`src/rtl/pipe_elastic_stage.sv`:
```
// ---------------------------------------------------------------------------
// pipe_elastic_stage
//
// Elastic pipeline stage placed between two CPU datapath stages. A DEPTH-entry
// circular FIFO carries PC, IR and a packed control/data payload using a
// valid/ready handshake. It also reports occupancy and counts cycles where
// upstream was blocked.
//
// Parameters
//   PC_BITS    program-counter width
//   IR_BITS    instruction-register width
//   PAYLOAD_W  packed control plus data bits; the sender defines field order
//   DEPTH      number of entries; must be a power of two and at least 2
//
// Ports
//   clk          rising-edge clock
//   rst_n        asynchronous active-low reset
//   flush        synchronous clear of all entries
//   in_valid     upstream presents an entry
//   in_ready     stage accepts an entry this cycle
//   in_pc        incoming PC
//   in_ir        incoming instruction word
//   in_payload   incoming control/data bundle
//   out_valid    head entry is valid
//   out_ready    downstream consumes the head this cycle
//   out_pc       head PC, zero when empty
//   out_ir       head instruction word, zero when empty
//   out_payload  head control/data bundle, zero when empty
//   occupancy    number of entries held (0..DEPTH)
//   stall_cnt    saturating count of cycles with in_valid & ~in_ready
// ---------------------------------------------------------------------------
module pipe_elastic_stage #(
    parameter int PC_BITS   = 32,
    parameter int IR_BITS   = 32,
    parameter int PAYLOAD_W = 160,
    parameter int DEPTH     = 2
) (
    input  logic                     clk,
    input  logic                     rst_n,
    input  logic                     flush,
    input  logic                     in_valid,
    output logic                     in_ready,
    input  logic [PC_BITS-1:0]       in_pc,
    input  logic [IR_BITS-1:0]       in_ir,
    input  logic [PAYLOAD_W-1:0]     in_payload,
    output logic                     out_valid,
    input  logic                     out_ready,
    output logic [PC_BITS-1:0]       out_pc,
    output logic [IR_BITS-1:0]       out_ir,
    output logic [PAYLOAD_W-1:0]     out_payload,
    output logic [$clog2(DEPTH):0]   occupancy,
    output logic [31:0]              stall_cnt
);

    localparam int AW = $clog2(DEPTH);
    localparam int CW = AW + 1;

    localparam logic [CW-1:0] COUNT_FULL = CW'(DEPTH);
    localparam logic [AW-1:0] PTR_ONE    = AW'(1);
    localparam logic [CW-1:0] COUNT_ONE  = CW'(1);

    // ------------------------------------------------------------------
    // State
    // ------------------------------------------------------------------
    logic [AW-1:0]        wr_ptr;
    logic [AW-1:0]        rd_ptr;
    logic [CW-1:0]        count;
    logic                 ready_en;

    logic [PC_BITS-1:0]   mem_pc      [DEPTH];
    logic [IR_BITS-1:0]   mem_ir      [DEPTH];
    logic [PAYLOAD_W-1:0] mem_payload [DEPTH];

    logic                 push;
    logic                 pop;
    logic                 stall;

    // ------------------------------------------------------------------
    // Handshake
    // ------------------------------------------------------------------
    // in_ready looks only at registered state, so no combinational path
    // exists from out_ready back to in_ready. A full stage therefore takes
    // one cycle after a pop before it accepts again.
    assign in_ready  = ready_en & (count != COUNT_FULL);
    assign out_valid = (count != '0);

    assign push  = in_valid  & in_ready  & ~flush;
    assign pop   = out_valid & out_ready & ~flush;
    assign stall = in_valid  & ~in_ready;

    // ------------------------------------------------------------------
    // Ready enable: holds in_ready low for the first edge after reset
    // release, so upstream never sees ready while reset is settling.
    // ------------------------------------------------------------------
    always_ff @(posedge clk or negedge rst_n) begin
        if (!rst_n) begin
            ready_en <= 1'b0;
        end else begin
            ready_en <= 1'b1;
        end
    end

    // ------------------------------------------------------------------
    // Pointers and count. DEPTH is a power of two, so the natural
    // overflow of the AW-bit pointers gives the DEPTH-1 -> 0 wrap.
    // ------------------------------------------------------------------
    always_ff @(posedge clk or negedge rst_n) begin
        if (!rst_n) begin
            wr_ptr <= '0;
            rd_ptr <= '0;
            count  <= '0;
        end else if (flush) begin
            wr_ptr <= '0;
            rd_ptr <= '0;
            count  <= '0;
        end else begin
            if (push) begin
                wr_ptr <= wr_ptr + PTR_ONE;
            end
            if (pop) begin
                rd_ptr <= rd_ptr + PTR_ONE;
            end
            case ({push, pop})
                2'b10:   count <= count + COUNT_ONE;
                2'b01:   count <= count - COUNT_ONE;
                default: count <= count;
            endcase
        end
    end

    // ------------------------------------------------------------------
    // Entry storage. Contents are don't-care while not counted as valid,
    // so no reset is applied and flush leaves stale data behind.
    // ------------------------------------------------------------------
    always_ff @(posedge clk) begin
        if (push) begin
            mem_pc[wr_ptr]      <= in_pc;
            mem_ir[wr_ptr]      <= in_ir;
            mem_payload[wr_ptr] <= in_payload;
        end
    end

    // ------------------------------------------------------------------
    // Stall counter: saturates rather than wrapping; flush leaves it alone.
    // ------------------------------------------------------------------
    always_ff @(posedge clk or negedge rst_n) begin
        if (!rst_n) begin
            stall_cnt <= '0;
        end else if (stall && (stall_cnt != 32'hFFFF_FFFF)) begin
            stall_cnt <= stall_cnt + 32'd1;
        end
    end

    // ------------------------------------------------------------------
    // Head outputs, forced to a zero bubble when empty so stale storage
    // never leaks downstream.
    // ------------------------------------------------------------------
    always_comb begin
        out_pc      = '0;
        out_ir      = '0;
        out_payload = '0;
        if (out_valid) begin
            out_pc      = mem_pc[rd_ptr];
            out_ir      = mem_ir[rd_ptr];
            out_payload = mem_payload[rd_ptr];
        end
    end

    assign occupancy = count;

endmodule

```
`config.mk`:
```
export PLATFORM = sky130hd
export DESIGN_NAME = pipe_elastic_stage
export DESIGN_NICKNAME = d
export VERILOG_FILES = /design/src/rtl/pipe_elastic_stage.sv
export SDC_FILE = /design/constraint.sdc
export NUM_CORES = 1
export LEC_CHECK = 0
export BUFFER_PORTS_ARGS = -buffer_cell sky130_fd_sc_hd__buf_2
export CORE_ASPECT_RATIO = 0.9
export CORE_MARGIN = 2
export CORE_UTILIZATION = 49
export CTS_CLUSTER_DIAMETER = 100
export DETAILED_ROUTE_END_ITERATION = 10
export PLACE_DENSITY = 0.75
export REMOVE_ABC_BUFFERS = 1
export SETUP_SLACK_MARGIN = 0.4
export SLEW_MARGIN = 20
export SYNTH_ARGS = -nofsm -noshare
export SYNTH_HDL_FRONTEND = slang
export SYNTH_SLANG_ARGS = --single-unit
```
`constraint.sdc`:
```
create_clock -name clk -period 21.6 [get_ports clk]
set_clock_uncertainty 0.1 [all_clocks]
set_input_delay 2.16 -clock clk [delete_from_list [all_inputs] [get_ports clk]]
set_output_delay 2.16 -clock clk [all_outputs]
set_load 0.01 [all_outputs]
```
==> metrics.cfg <==
[run_status]
status = finished, final reports clean

[setup_path]
crit_path_end = out_payload[136]
cp_max_fo = 62
cp_common_cell = buf_4
worstSetupPathType = flip-flop to primary output
crit_buf_inv = 3
cp.required_ns = 19.34
crit_chain = buf_4 -> buf_4 -> mux2i_1 -> nor2_1 -> buf_2
worst_path_max_delay_cell = buf_4
worstPathArrival_ns = 3.49
cp.depth = 5
r2r_setup_slack_ns = 18.21
critical-path-max-stage-delay_ns = 0.84
r2r_end = mem_payload[0][41]
reg2reg_depth = 6
regToRegStartpoint = occupancy[0]
path_delay_family = buffers and inverters
critPathLaunch = rd_ptr
start_kind = flip-flop
end_kind = primary output

[clock_tree]
cts_hold_buf = 0
root_buffer = clkbuf_16
clk_pin_slew_ns = 0.06
h-tree-depth = 2
cts_resized = 0
clock_sinks = 485
clockBufferDepth = 3
postCtsSetupBuffers = 0
clkLatencyLatePin_ns = 0.56
cts_tree = yes
numCtsBuffers = 48

[power_and_ir_drop]
p_sw_share_pct = 22.5
powerDensity_mw_per_mm2 = 88.2
peakVddDrop_v = 0.0000715
p_leak_uw = 0.00887
power_frac_seq_pct = 53.0
clkPwrFrac_pct = 38.3
power.switching_uw = 457
power.internal_uw = 1580
comb_power_share_pct = 8.8

[global_route]
grt.total_usage_pct = 21.5
grt_pass1_wl_um = 64400
grt_pass1_vias = 11100
overflow = 0
antenna_found_initial = 20
grt_max_degree = 226

[logic_synthesis]
ys_ff_latch = 485
synthCells = 1124
async_flop_share_pct = 7.63
synth.avg_cell_area_sq_um = 16.5
syn-cell-area_sq_mm = 0.0186
yosys_warnings = 0
ys.flop_type = edfxtp_1
yosysUniqueCellTypes = 40
ys_seq_area_share_pct = 77.3
synth-edff-count = 448

[final_layout]
multi_input_area_sq_mm = 0.00402
area_growth_pct = 24.0
nets = 1853
finalInstanceArea_sq_mm = 0.0231
regArea_sq_mm = 0.0144
fillerInstances = 2758
drive_gt1_share_pct = 34.9

[timing]
maxSlewViolCount = 0
fin_crit_sh_pct = 26.6
hold_viol = 0
relSlewSlack_pct = 28.4
setup_violations = 0
fin_setup_tns_ns = 0
worst_hold_slack_ns = 0.391
period_needed_ns = 5.75
worst_pin_slew_ns = 1.07
fmax_mhz = 174
rsz0062_at_grt = no
fin_ws_ns = 15.85

[floorplanning]
io_pins = 489
start_util_pct = 49.9
dieArea_sq_mm = 0.0395
core_area_sq_mm = 0.0373
rows = 67
die_h_um = 189
die_w_um = 209

[routing]
via_count = 11200
ant_nets = 0
avgViaCountPerCell = 5.21
drc = 0
wl_per_cell_um = 20.3
firstDrtPassIters = 5
drt_iter0_markers = 619
wl_um = 43700

[placement]
dpl-instance-area_sq_mm = 0.0216
port_buffers = 488
pre_cts_slack_ns = 16.46
gp_congestion = 0.860
dp_hpwl_um = 29700

[min_path]
holdCritPathClass = flip-flop to flip-flop
hold_depth = 1

[flow_run]
cap_violations = 0

[routing by layer]
layer / vias up / wire length [um] / GRT usage, %
met1: 5484 / 17000 / 26.2
li1: 5193 / - / -
met5: - / 70 / 0
met3: 99 / 3740 / 6.83
met4: 10 / 1390 / 9.09
met2: 446 / 21500 / 35.4
[layout by cell type, fill, tap and decap left out, drive strengths merged, types with 2 or more instances in the layout]
cell / n
buf: 500
edfxtp: 448
nor2: 237
mux2i: 224
clkbuf: 65
dfrtp: 37
xor2: 23
nand2: 20
diode: 16
clkinv: 16
nand3: 12
and3: 10
nor3: 9
xnor2: 7
nand4: 6
and4: 4
a21oi: 4
inv: 3
and2: 3
nor4: 3
nand2b: 2
a21o: 2
mux2: 2
a31oi: 2
or2: 2
bufinv: 2
[sequential cells by signal, indices dropped and copies added, names as in the netlist]
register and count:
stall_cnt 32, occupancy 2, ready_en 1, mem_pc 64, mem_payload 320, wr_ptr 1, mem_ir 64, rd_ptr 1
[final cells by class]
| type | instances | share of cell area (%) |
|---|---|---|
| well taps | 483 | 2.62 |
| diodes | 16 | 0.174 |
| inverters | 3 | 0.0488 |
| multi-input cells | 585 | 17.4 |
| clock inverters | 18 | 0.602 |
| clock buffers | 65 | 5.71 |
| flip-flops and latches | 485 | 62.4 |
| repair buffers | 500 | 11.0 |
[logic make-up after synthesis]
logic type      share of synthesized area, %
compound gates                         0.693
xor+xnor                                1.41
fa+ha+maj                             0.0673
buf+inv                                 1.15
flops                                   77.3
mux                                     12.2
other cells                           0.0202
simple gates                            7.17
[synth_stat cells (all sizes together), types with 2 or more instances]
library cell / number / area, sq um
a31oi: 2 / 12.5
a21o: 2 / 15.0
or2: 2 / 12.5
nor4: 3 / 33.8
clkbuf: 21 / 78.8
mux2i: 224 / 2240
nor2: 237 / 890
nand2b: 2 / 12.5
inv: 3 / 11.3
dfrtp: 37 / 926
nand2: 20 / 75.1
xnor2: 7 / 61.3
and2: 3 / 20.0
mux2: 2 / 22.5
nand4: 6 / 52.6
edfxtp: 448 / 13500
xor2: 23 / 201
and3: 10 / 62.6
buf: 30 / 124
a21oi: 4 / 20.0
nor3: 9 / 45.0
and4: 4 / 35.0
nand3: 12 / 60.1
[worst min-delay path by stage]
stage,from,endpoint,slack (ns)
2_1_floorplan,stall_cnt[14],stall_cnt[14],0.42
3_3_place_gp,stall_cnt[14],stall_cnt[14],0.37
3_5_place_dp,stall_cnt[31],stall_cnt[31],0.38
4_1_cts,stall_cnt[14],stall_cnt[14],0.39
5_1_grt,stall_cnt[14],stall_cnt[14],0.42
6_report,stall_cnt[14],stall_cnt[14],0.39
[per-stage QoR]
step                      utilization [%]  power [uW]  cells
final                                61.8        2030   2155
after global routing                 61.8        2100   2148
after CTS                            61.7        2050   2139
after detailed placement             57.8        1270   2056
after global placement               57.8        1270   2056
after floorplan                         -        1220   1073
[power groups by stage]
stage / Sequential, uW / Combinational, uW / Clock (uW)
CTS: 1080 / 180 / 795
floorplan: 1120 / 106 / 0
global route: 1080 / 193 / 825
detailed placement: 1100 / 179 / 0
global placement: 1090 / 175 / 0
finish: 1080 / 178 / 778
Power figures use the tool's default switching activity.
